**src/rtl/trace_replay_pkg.sv**
```systemverilog
`default_nettype none
// ============================================================================
//  Module   : trace_replay_pkg
//  Brief    : Shared types and widths for the trace replay driver.
//  Revision : 1.0
// ============================================================================
package trace_replay_pkg;

    localparam int c_NUM_INPUTS = 2;
    localparam int c_DATA_W     = 64;
    localparam int c_DELAY_W    = 16;
    localparam int c_DEPTH      = 32;
    localparam int c_CNT_W      = 32;

    localparam int c_ADDR_W     = $clog2(c_DEPTH);
    localparam int c_LEN_W      = c_ADDR_W + 1;

    typedef enum logic [1:0] {
        S_IDLE  = 2'd0,
        S_FETCH = 2'd1,
        S_WAIT  = 2'd2,
        S_FIRE  = 2'd3
    } state_e;

    // Field order fixes the packed layout: delay in the MSBs, data in the LSBs.
    typedef struct packed {
        logic [c_DELAY_W-1:0]             delay;
        logic [c_NUM_INPUTS-1:0]          mask;
        logic [c_NUM_INPUTS*c_DATA_W-1:0] data;
    } entry_t;

    localparam int c_ENTRY_W = $bits(entry_t);

    function automatic int entry_width(input int num_inputs, input int data_w, input int delay_w);
        return delay_w + num_inputs + num_inputs * data_w;
    endfunction

endpackage
`default_nettype wire

```
**src/rtl/trace_replay_driver_if.sv**
```systemverilog
`default_nettype none
// ============================================================================
//  Module   : trace_replay_driver_if
//  Brief    : Loader write bus and monitor input bus of the replay driver.
//  Revision : 1.0
// ============================================================================
interface trace_replay_driver_if #(
    parameter int NUM_INPUTS = 2,
    parameter int DATA_W     = 64,
    parameter int DELAY_W    = 16,
    parameter int DEPTH      = 32
) ();

    logic                         wr_en;
    logic [$clog2(DEPTH)-1:0]     wr_addr;
    logic [DELAY_W-1:0]           wr_delay;
    logic [NUM_INPUTS-1:0]        wr_mask;
    logic [NUM_INPUTS*DATA_W-1:0] wr_data;
    logic                         wr_err;
    logic [NUM_INPUTS*DATA_W-1:0] input_data;
    logic [NUM_INPUTS-1:0]        new_input;

    modport master (
        output wr_en, wr_addr, wr_delay, wr_mask, wr_data,
        input  wr_err, input_data, new_input
    );

    modport slave (
        input  wr_en, wr_addr, wr_delay, wr_mask, wr_data,
        output wr_err, input_data, new_input
    );

endinterface
`default_nettype wire

```
**src/rtl/trace_replay_driver_trace_mem.sv**
```systemverilog
`default_nettype none
// ============================================================================
//  Module   : trace_mem
//  Brief    : Single-write / single-read synchronous trace RAM (no reset).
//  Revision : 1.0
// ============================================================================
module trace_mem #(
    parameter int WIDTH = 82,
    parameter int DEPTH = 32
) (
    input  wire logic                     clk,
    input  wire logic                     i_we,
    input  wire logic [$clog2(DEPTH)-1:0] i_waddr,
    input  wire logic [WIDTH-1:0]         i_wdata,
    input  wire logic [$clog2(DEPTH)-1:0] i_raddr,
    output logic      [WIDTH-1:0]         o_rdata
);

    logic [WIDTH-1:0] r_mem_q [DEPTH];
    logic [WIDTH-1:0] r_rdata_q;
    logic [WIDTH-1:0] w_rdata_d;

    always_comb begin
        w_rdata_d = r_mem_q[i_raddr];
    end

    always_ff @(posedge clk) begin
        if (i_we) begin
            r_mem_q[i_waddr] <= i_wdata;
        end
        r_rdata_q <= w_rdata_d;
    end

    assign o_rdata = r_rdata_q;

endmodule
`default_nettype wire

```
**src/rtl/trace_replay_driver.sv**
```systemverilog
`default_nettype none
// ============================================================================
//  Module   : trace_replay_driver
//  Brief    : Replays a stored timed event trace into RTLola monitor inputs.
//  Revision : 1.0
// ============================================================================
module trace_replay_driver
    import trace_replay_pkg::*;
#(
    parameter int NUM_INPUTS = c_NUM_INPUTS,
    parameter int DATA_W     = c_DATA_W,
    parameter int DELAY_W    = c_DELAY_W,
    parameter int DEPTH      = c_DEPTH,
    parameter int CNT_W      = c_CNT_W
) (
    input  wire logic                     clk,
    input  wire logic                     rst,
    trace_replay_driver_if.slave          bus,
    input  wire logic [$clog2(DEPTH):0]   num_entries,
    input  wire logic                     loop,
    input  wire logic                     start,
    input  wire logic                     stop,
    input  wire logic                     hold,
    output logic                          busy,
    output logic                          done,
    output logic      [$clog2(DEPTH)-1:0] entry_idx,
    output logic      [CNT_W-1:0]         cycle_count
);

    localparam int c_AW = $clog2(DEPTH);
    localparam int c_LW = c_AW + 1;
    localparam int c_DW = NUM_INPUTS * DATA_W;
    localparam int c_EW = entry_width(NUM_INPUTS, DATA_W, DELAY_W);
    localparam logic [c_LW-1:0]    c_DEPTH_LEN = c_LW'(DEPTH);
    localparam logic [DELAY_W-1:0] c_ONE       = DELAY_W'(1);

    state_e                r_state_q,  w_state_d;
    logic [c_AW-1:0]       r_idx_q,    w_idx_d;
    logic [c_LW-1:0]       r_len_q,    w_len_d;
    logic                  r_loop_q,   w_loop_d;
    logic [DELAY_W-1:0]    r_cnt_q,    w_cnt_d;
    logic                  r_cnt_ld_q, w_cnt_ld_d;
    logic [NUM_INPUTS-1:0] r_new_q,    w_new_d;
    logic [c_DW-1:0]       r_data_q,   w_data_d;
    logic                  r_done_q,   w_done_d;
    logic                  r_wr_err_q, w_wr_err_d;
    logic [CNT_W-1:0]      r_ccnt_q,   w_ccnt_d;

    logic                  w_mem_we;
    logic [c_EW-1:0]       w_wr_entry;
    logic [c_EW-1:0]       w_rd_entry;
    logic [DELAY_W-1:0]    w_rd_delay;
    logic [NUM_INPUTS-1:0] w_rd_mask;
    logic [c_DW-1:0]       w_rd_data;
    logic [c_DW-1:0]       w_masked;
    logic [DELAY_W-1:0]    w_cur;
    logic [c_LW-1:0]       w_len_clamp;
    logic                  w_last;

    assign w_mem_we   = bus.wr_en && (r_state_q == S_IDLE);
    assign w_wr_entry = {bus.wr_delay, bus.wr_mask, bus.wr_data};
    assign {w_rd_delay, w_rd_mask, w_rd_data} = w_rd_entry;

    trace_mem #(
        .WIDTH (c_EW),
        .DEPTH (DEPTH)
    ) u_mem (
        .clk     (clk),
        .i_we    (w_mem_we),
        .i_waddr (bus.wr_addr),
        .i_wdata (w_wr_entry),
        .i_raddr (r_idx_q),
        .o_rdata (w_rd_entry)
    );

    for (genvar g = 0; g < NUM_INPUTS; g++) begin : g_mask
        assign w_masked[g*DATA_W +: DATA_W] = w_rd_mask[g] ? w_rd_data[g*DATA_W +: DATA_W] : '0;
    end

    // The read data is only valid from the first WAIT cycle, so the countdown
    // is seeded from it there instead of on the FETCH->WAIT edge.
    assign w_cur       = r_cnt_ld_q ? r_cnt_q : ((w_rd_delay == '0) ? c_ONE : w_rd_delay);
    assign w_len_clamp = (num_entries > c_DEPTH_LEN) ? c_DEPTH_LEN : num_entries;
    assign w_last      = (({1'b0, r_idx_q} + c_LW'(1)) == r_len_q);

    always_comb begin
        w_state_d  = r_state_q;
        w_idx_d    = r_idx_q;
        w_len_d    = r_len_q;
        w_loop_d   = r_loop_q;
        w_cnt_d    = r_cnt_q;
        w_cnt_ld_d = r_cnt_ld_q;
        w_new_d    = '0;
        w_data_d   = '0;
        w_done_d   = 1'b0;
        w_wr_err_d = bus.wr_en && (r_state_q != S_IDLE);
        w_ccnt_d   = r_ccnt_q;
        if ((r_state_q != S_IDLE) && (r_ccnt_q != '1)) begin
            w_ccnt_d = r_ccnt_q + CNT_W'(1);
        end

        case (r_state_q)
            S_IDLE: begin
                if (start && !stop) begin
                    w_ccnt_d = '0;
                    w_len_d  = w_len_clamp;
                    w_loop_d = loop;
                    w_idx_d  = '0;
                    if (w_len_clamp == '0) begin
                        w_done_d = 1'b1;
                    end else begin
                        w_state_d = S_FETCH;
                    end
                end
            end
            S_FETCH: begin
                w_cnt_ld_d = 1'b0;
                w_state_d  = S_WAIT;
            end
            S_WAIT: begin
                w_cnt_ld_d = 1'b1;
                if (hold) begin
                    w_cnt_d = w_cur;
                end else if (w_cur == c_ONE) begin
                    w_state_d = S_FIRE;
                    w_new_d   = w_rd_mask;
                    w_data_d  = w_masked;
                end else begin
                    w_cnt_d = w_cur - c_ONE;
                end
            end
            S_FIRE: begin
                if (w_last && !r_loop_q) begin
                    w_state_d = S_IDLE;
                    w_done_d  = 1'b1;
                    w_idx_d   = '0;
                end else begin
                    w_state_d = S_FETCH;
                    w_idx_d   = w_last ? '0 : r_idx_q + c_AW'(1);
                end
            end
            default: begin
                w_state_d = S_IDLE;
            end
        endcase

        if (stop && (r_state_q != S_IDLE)) begin
            w_state_d = S_IDLE;
            w_idx_d   = '0;
            w_new_d   = '0;
            w_data_d  = '0;
            w_done_d  = 1'b0;
        end
    end

    always_ff @(posedge clk) begin
        if (rst) begin
            r_state_q  <= S_IDLE;
            r_idx_q    <= '0;
            r_len_q    <= '0;
            r_loop_q   <= 1'b0;
            r_cnt_q    <= '0;
            r_cnt_ld_q <= 1'b0;
            r_new_q    <= '0;
            r_data_q   <= '0;
            r_done_q   <= 1'b0;
            r_wr_err_q <= 1'b0;
            r_ccnt_q   <= '0;
        end else begin
            r_state_q  <= w_state_d;
            r_idx_q    <= w_idx_d;
            r_len_q    <= w_len_d;
            r_loop_q   <= w_loop_d;
            r_cnt_q    <= w_cnt_d;
            r_cnt_ld_q <= w_cnt_ld_d;
            r_new_q    <= w_new_d;
            r_data_q   <= w_data_d;
            r_done_q   <= w_done_d;
            r_wr_err_q <= w_wr_err_d;
            r_ccnt_q   <= w_ccnt_d;
        end
    end

    assign bus.input_data = r_data_q;
    assign bus.new_input  = r_new_q;
    assign bus.wr_err     = r_wr_err_q;
    assign busy           = (r_state_q != S_IDLE);
    assign done           = r_done_q;
    assign entry_idx      = r_idx_q;
    assign cycle_count    = r_ccnt_q;

endmodule
`default_nettype wire
```
**src/flat_wrapper.sv**
```systemverilog
// flat-port wrapper written by rule: the top's interface ports become plain ports
module trace_replay_driver_flat import trace_replay_pkg::*;
#(
    parameter int NUM_INPUTS = c_NUM_INPUTS,
    parameter int DATA_W     = c_DATA_W,
    parameter int DELAY_W    = c_DELAY_W,
    parameter int DEPTH      = c_DEPTH,
    parameter int CNT_W      = c_CNT_W
)
  (clk, rst, num_entries, loop, start, stop, hold, busy, done, entry_idx, cycle_count, bus_wr_en, bus_wr_addr, bus_wr_delay, bus_wr_mask, bus_wr_data, bus_wr_err, bus_input_data, bus_new_input);
  trace_replay_driver_if #(.NUM_INPUTS(NUM_INPUTS), .DATA_W(DATA_W), .DELAY_W(DELAY_W), .DEPTH(DEPTH)) bus_i ();
  input  wire logic clk;
  input  wire logic rst;
  input  wire logic [$clog2(DEPTH):0] num_entries;
  input  wire logic loop;
  input  wire logic start;
  input  wire logic stop;
  input  wire logic hold;
  output logic busy;
  output logic done;
  output logic      [$clog2(DEPTH)-1:0] entry_idx;
  output logic      [CNT_W-1:0] cycle_count;
  input wire logic [$bits(bus_i.wr_en)-1:0] bus_wr_en;
  input wire logic [$bits(bus_i.wr_addr)-1:0] bus_wr_addr;
  input wire logic [$bits(bus_i.wr_delay)-1:0] bus_wr_delay;
  input wire logic [$bits(bus_i.wr_mask)-1:0] bus_wr_mask;
  input wire logic [$bits(bus_i.wr_data)-1:0] bus_wr_data;
  output wire logic [$bits(bus_i.wr_err)-1:0] bus_wr_err;
  output wire logic [$bits(bus_i.input_data)-1:0] bus_input_data;
  output wire logic [$bits(bus_i.new_input)-1:0] bus_new_input;
  assign bus_i.wr_en = bus_wr_en;
  assign bus_i.wr_addr = bus_wr_addr;
  assign bus_i.wr_delay = bus_wr_delay;
  assign bus_i.wr_mask = bus_wr_mask;
  assign bus_i.wr_data = bus_wr_data;
  assign bus_wr_err = bus_i.wr_err;
  assign bus_input_data = bus_i.input_data;
  assign bus_new_input = bus_i.new_input;
  trace_replay_driver #(.NUM_INPUTS(NUM_INPUTS), .DATA_W(DATA_W), .DELAY_W(DELAY_W), .DEPTH(DEPTH), .CNT_W(CNT_W)) u_core (.clk(clk), .rst(rst), .bus(bus_i), .num_entries(num_entries), .loop(loop), .start(start), .stop(stop), .hold(hold), .busy(busy), .done(done), .entry_idx(entry_idx), .cycle_count(cycle_count));
endmodule
```
**config.mk**
```make
export PLATFORM = sky130hd
export DESIGN_NAME = trace_replay_driver_flat
export DESIGN_NICKNAME = d
export VERILOG_FILES = /design/src/rtl/trace_replay_pkg.sv /design/src/rtl/trace_replay_driver_if.sv /design/src/rtl/trace_replay_driver_trace_mem.sv /design/src/rtl/trace_replay_driver.sv /design/src/flat_wrapper.sv
export SDC_FILE = /design/constraint.sdc
export NUM_CORES = 2
export LEC_CHECK = 0
export ABC_AREA = 0
export CORE_MARGIN = 2
export CORE_UTILIZATION = 56
export CTS_CLUSTER_DIAMETER = 50
export DETAILED_ROUTE_END_ITERATION = 10
export GPL_TIMING_DRIVEN = 0
export PLACE_DENSITY = 0.76
export SLEW_MARGIN = 20
export SYNTH_ARGS = -nofsm -noshare
export SYNTH_HDL_FRONTEND = slang
export SYNTH_MEMORY_MAX_BITS = 65536
export SYNTH_SLANG_ARGS = --single-unit
```
**constraint.sdc**
```tcl
create_clock -name clk -period 7.7 [get_ports clk]
set_input_delay 0.77 -clock clk [delete_from_list [all_inputs] [get_ports clk]]
set_output_delay 0.77 -clock clk [all_outputs]
set_load 0.02 [all_outputs]
```
Yosys cells after proc, flatten, opt, wreduce, memory -nomap -nowiden
Memories as Yosys holds them, arrays and structs flattened. A register that Yosys moved wholly into a read port is not among the register bits.
Cells that the tools add are included.
{"block": "word_totals", "regBits": 195, "ramBits": 4672, "in_bits": 164, "output_inout_bits": 170, "wordCells": 80, "n_memories": 1}
{"block": "classes", "add_sub_neg": 4, "magnitude_cmp": 1, "eq_ne": 11, "mux": 25, "bitwise": 4, "reduce_logical": 22}
{"name": "u_core.u_mem.r_mem_q", "depth": 32, "width": 146, "rd": 1, "rd_ports_with_merged_regs": 1, "wr": 1, "line_no": "trace_replay_driver_trace_mem.sv:19", "text": "logic [WIDTH-1:0] r_mem_q [DEPTH];"}
{"operator": "32-bit 2-to-1 mux", "count": 3}
{"operator": "16-bit 2-to-1 mux", "count": 4}
{"operator": "32-bit by 1-bit adder with 32-bit output (second input constant)", "count": 1}
{"operator": "32-bit != test (second input constant)", "count": 1}
{"operator": "16-bit by 1-bit == test with 1-bit output (second input constant)", "count": 1}
{"operator": "16-bit logical NOT", "count": 1}
{"operator": "16-bit by 1-bit subtractor with 16-bit output (second input constant)", "count": 1}
{"operator": "5-bit 2-to-1 mux", "count": 3}
{"operator": "6-bit OR reduction", "count": 2}
{"operator": "5-bit one-hot mux with 2 select lines", "count": 1}
{"operator": "2-bit 2-to-1 mux", "count": 4}
{"operator": "2-bit != test (second input constant)", "count": 4}
{"operator": "2-bit one-hot mux with 4 select lines", "count": 1}
{"operator": "5-bit by 1-bit adder with 6-bit output (second input constant)", "count": 1}
{"operator": "6-bit == test", "count": 1}
{"operator": "6-bit greater-than comparator (second input constant)", "count": 1}
{"operator": "1-bit logical AND", "count": 6}
{"operator": "6-bit logical NOT", "count": 1}
{"operator": "1-bit 2-to-1 mux", "count": 6}
{"operator": "6-bit 2-to-1 mux", "count": 1}
{"operator": "2-bit AND reduction", "count": 3}
{"operator": "2-bit nonzero test", "count": 3}
{"operator": "5-bit by 1-bit adder with 5-bit output (second input constant)", "count": 1}
{"operator": "5-bit OR reduction", "count": 1}
{"operator": "9 further kinds", "count": 15}

Logic depth before layout (Yosys ltp)
{"block": "logic_depth", "depth_word": 7, "mapped_depth": 13, "ltp_nobuf": 12}

Cells and area by module
Synthesis repeated with hierarchy kept, for this count alone.
{"block": "hier_totals", "hier_cells": 8065, "area_unflattened_um2": 185591.7}
{"mod": "trace_mem", "instances": 1, "cells_each": 7324, "area_each_um2": 178152.1, "seq_area_each_um2": 143217.4}
{"mod": "trace_replay_driver", "instances": 1, "cells_each": 741, "area_each_um2": 7439.6, "seq_area_each_um2": 3903.7}

Worst setup path after synthesis
Ideal clock, no wire load.
{"block": "synth_timing", "path_type": "input-to-reg", "startpoint": "input bus_wr_addr[1]", "endpoint": "memory u_core.u_mem.r_mem_q[12][0] (netlist name) (enable)", "arrival_time_ns": 7.399, "t_required_ns": 7.046, "path_slack_ns": -0.353, "path_stages": 3, "n_path_buf": 1, "cell_sequence": "or3_1 > clkbuf_1 > nor2_1"}
{"item": "start, declared", "line_no": "flat_wrapper.sv:24", "text": "input wire logic [$bits(bus_i.wr_addr)-1:0] bus_wr_addr;"}
{"item": "end, declared", "line_no": "trace_replay_driver_trace_mem.sv:19"}
Straight into the memory's write port.

Worst setup path after layout
{"block": "layout_timing", "startpoint": "register u_core.r_cnt_ld_q", "endpoint": "register u_core.r_data_q[37] (netlist: u_core.bus.input_data[37])"}
{"block": "layout_via", "elab_chain_len": 4}
{"item": "start, declared", "line_no": "trace_replay_driver.sv:42", "text": "logic r_cnt_ld_q, w_cnt_ld_d;"}
{"item": "start signal, assigned", "line_no": "trace_replay_driver.sv:175", "text": "r_cnt_ld_q <= w_cnt_ld_d;"}
{"item": "16-bit 2-to-1 mux", "line_no": "trace_replay_driver.sv:82", "text": "assign w_cur = r_cnt_ld_q ? r_cnt_q : ((w_rd_delay == '0) ? c_ONE : w_rd_delay);"}
{"item": "16-bit by 1-bit == test with 1-bit output", "line_no": "trace_replay_driver.sv:124", "text": "end else if (w_cur == c_ONE) begin"}
{"item": "1-bit inverter (no source line)"}
{"item": "6-bit OR reduction (no source line)"}
{"item": "end signal, assigned", "line_no": "trace_replay_driver.sv:177", "text": "r_data_q <= w_data_d;"}
{"item": "end, declared", "line_no": "trace_replay_driver.sv:44", "text": "logic [c_DW-1:0] r_data_q, w_data_d;"}
No other way between the ends.
A chain may end at the register's enable or synchronous reset.

==> results.cfg <==
[timing]
rsz0062_at_grt = no
fin_hold_ws_ns = 0.2286
period_minus_slack_ns = 5.050
finalSetupViolCount = 0
slew_headroom_pct = 15.85
worst_slack_ns = 2.650
timing.fmax_mhz = 198.0
tightest_slew_ns = 1.262
clock_skew_ns = 0.06410
slew_viol_final = 0
hold_viol = 0
min_period_over_period_pct = 65.59

[critical_path]
path_depth = 11
cp_max_fo = 10
crit_buf_inv = 5
slowest_stage = dfxtp_1
setup.reg_to_reg.worst_slack_ns = 2.65
worstPathArrival_ns = 5.95
crit_top_cell = clkbuf_1
start_kind = flip-flop
rr_worst_depth = 11
cp.required_ns = 8.60
max_stage_delay_ns = 0.60
crit_type = reg -> reg
crit_family = buffers and inverters
endpoint_kind = flip-flop
crit_chain = buf_6, clkbuf_1, clkbuf_1, mux2i_1, ha_1, nor2b_1, o2111a_1, and4_1, buf_4, buf_2, and2_1

[logic_synthesis]
synthCells = 7564
synth_area_leaders = edfxtp_1 75%, mux4_2 18%, dfxtp_1 3.7%, mux2_2 0.89%, and2_1 0.44%
ys_types = 73
ys_seq_elements = 5013
synth_top_area_share_pct = 75.13
synthFlopType = edfxtp_1
synthTopCellsByCount = 4672 x edfxtp_1, 1460 x mux4_2, 341 x dfxtp_1
synth_edf_count = 4672
synthMuxAreaShare_pct = 18.55
yosys.area_share.xor_xnor_pct = 0.1876
synth_top_cell_by_area = edfxtp_1
yosys.area_share.adder_pct = 0.04690
seq_area_frac_synth_pct = 78.78
syn_nets = 7735
synth_compound_area_share_pct = 0.3544
synth_top_family_by_area = multiplexers
synthMostInstantiatedCell = edfxtp_1
syn-mean-instance-area_um2 = 24.69
yosysWarnings = 0
yosys.area_share.simple_pct = 1.199
ys_async_sr_fraction_pct = 0
syn-cell-area_um2 = 186700

[clock_network]
postCtsSetupBuffers = 0
cts_resized = 0
clock_latency_ns = 1.08
cts_htree_levels = 6
cts_buffers = 526
ctsHoldBuffers = 0
cts_buffer_depth = 4
cts_tree = built
clk_pin_slew_ns = 0.07
clock_tree.root_cell = clkbuf_16
cts.sinks = 5013

[power_and_ir_drop]
power-per-cell-area_nw_per_um2 = 256.9
swShare_pct = 21.21
p_comb_share_pct = 1.7
leakage_nw = 68.40
power_frac_seq_pct = 52.9
intPower_w = 0.04476
ir_drop_mv = 0.3171
p_sw_w = 0.01205
pwr-share-clk_pct = 45.4

[placement]
dp_slack_ns = 3.121
gp_congestion = 0.8421
io_buffers = 332
placed_area_um2 = 203900
hpwl_um = 316800

[drt]
detail_route.wl_per_cell_um = 41.14
drtAntennaViolNets = 0
met3RoutedLength_um = 71100
num_vias = 97733
drt_pass1_iterations = 11
first_iter_violations = 17452
drt-total-wl_um = 562200
highest_layer = met5
wl_met1_um = 178200
avgViaCountPerCell = 7.152
wl_met2_um = 272800
remaining_drc_errors = 1

[run]
drv_cap = 0

[die]
initial_core_util_pct = 56.14
die_w_um = 581.5
num_rows = 212
ioPinCount = 334
dieHeight_um = 581.5
core-area_um2 = 332600
dieArea_um2 = 338100

[global_route]
grt_usage_pct = 33.24
antenna_found_initial = 81
grt_pass1_vias = 98378
grt_max_degree = 33
grt_overflow = 0
grt_first_pass_wirelength_um = 778300

[hold_path]
hold_path_class = in -> reg
hold_depth = 1

[finish]
area_growth_pct = 18.41
drive_gt1_share_pct = 33.27
nets = 8942
fin_area_um2 = 221100

[status]
status = finished with violations
violations = design-rule violations
logic make-up (layout without fill, tap and decap cells):
kind of cell | Yosys count | count (layout)
AO/OA/AOI/OAI | 97 | 97
adder cells (fa/ha/maj) | 7 | 7
flip-flops | 5013 | 5013
XOR/XNOR | 40 | 40
multiplexers | 1617 | 1617
buffers and inverters | 391 | 2030
AND/OR/NAND/NOR | 399 | 399
other | 0 | 76
worst reg2reg max path, cell delays in order (launching register included):
cell and delay [ns]:
dfxtp_1 0.60, buf_6 0.21, clkbuf_1 0.46, clkbuf_1 0.53, mux2i_1 0.38, ha_1 0.20, nor2b_1 0.27, o2111a_1 0.43
and4_1 0.30, buf_4 0.49, buf_2 0.54, and2_1 0.51
layer usage:
metal / global-route usage [%] / up-vias
met1: 41.56 / 50650
li1: - / 35153
met2: 53.10 / 9776
met5: 0 / -
met3: 8.371 / 2114
met4: 19.86 / 40
through the flow:
| step | setup TNS, ns | utilization [%] | power (W) | instances |
|---|---|---|---|---|
| 6_report | 0 | 66.48 | 0.05680 | 13666 |
| 5_1_grt | 0 | 66.45 | 0.05783 | 13629 |
| 4_1_cts | 0 | 66.50 | 0.05690 | 13589 |
| 3_5_place_dp | 0 | 61.31 | 0.03154 | 12629 |
| 3_3_place_gp | - | 58.79 | 0.03147 | 12283 |
| 2_1_floorplan | -1257.89 | - | 0.03089 | 7564 |
cell type report:
| class | instances | area, µm² |
|---|---|---|
| flip-flops and latches | 5013 | 147100 |
| fillers | 19087 | 111500 |
| multi-input cells | 2160 | 38220 |
| clock buffers | 651 | 14020 |
| repair buffers | 679 | 11080 |
| well taps | 4387 | 5489 |
| clock inverters | 309 | 3252 |
| plain buffers | 378 | 1695 |
| diodes | 76 | 190.2 |
| inverters | 13 | 48.80 |
path summary, 6_finish.rpt:
path	from	to
min reg2reg	u_core.u_mem.o_rdata[108]	u_core.bus.input_data[108]
min	bus_wr_data[7]	u_core.u_mem.r_mem_q[22][7]
max reg2reg	u_core.r_cnt_ld_q	u_core.bus.input_data[37]
max	u_core.r_cnt_ld_q	u_core.bus.input_data[37]
power groups by stage:
stage	clock network [W]	logic, W	registers (W)
global route	0.0268	0.00100	0.0301
finish	0.0258	0.000958	0.0301
floorplan	0	0.000248	0.0306
global placement	0	0.000741	0.0307
detailed placement	0	0.000917	0.0306
CTS	0.0259	0.000948	0.0301
sequential cells by signal, indices dropped and copies added, names as in the netlist, 2 cells and up:
name,cells
u_core.r_state_q,2
u_core.u_mem.o_rdata,146
u_core.r_cnt_q,16
u_core.bus.input_data,128
u_core.entry_idx,5
u_core.u_mem.r_mem_q,4672
u_core.r_len_q,6
u_core.cycle_count,32
u_core.bus.new_input,2
cell usage in the layout (no fill, tap or decap), drive strengths merged, types with 4 or more instances in the layout:
cell / synthesis / layout
a21oi: 28 / 28
a31oi: 10 / 10
and2: 131 / 131
and3: 4 / 4
and4: 5 / 5
buf: 181 / 585
bufinv: 0 / 40
clkbuf: 197 / 854
clkdlybuf4s50: 0 / 269
clkinv: 1 / 197
clkinvlp: 0 / 18
dfxtp: 341 / 341
diode: 0 / 76
edfxtp: 4672 / 4672
ha: 7 / 7
inv: 12 / 67
mux2: 147 / 147
mux2i: 10 / 10
mux4: 1460 / 1460
nand2: 33 / 33
nand2b: 4 / 4
nand3: 23 / 23
nand3b: 8 / 8
nand4: 9 / 9
nor2: 88 / 88
nor2b: 6 / 6
nor3: 31 / 31
nor3b: 10 / 10
nor4: 11 / 11
nor4b: 4 / 4
o21ai: 20 / 20
o32ai: 5 / 5
or3: 13 / 13
or3b: 7 / 7
or4: 5 / 5
xnor2: 35 / 35
xor2: 5 / 5
No activity file was read; power rests on OpenSTA's default activity.
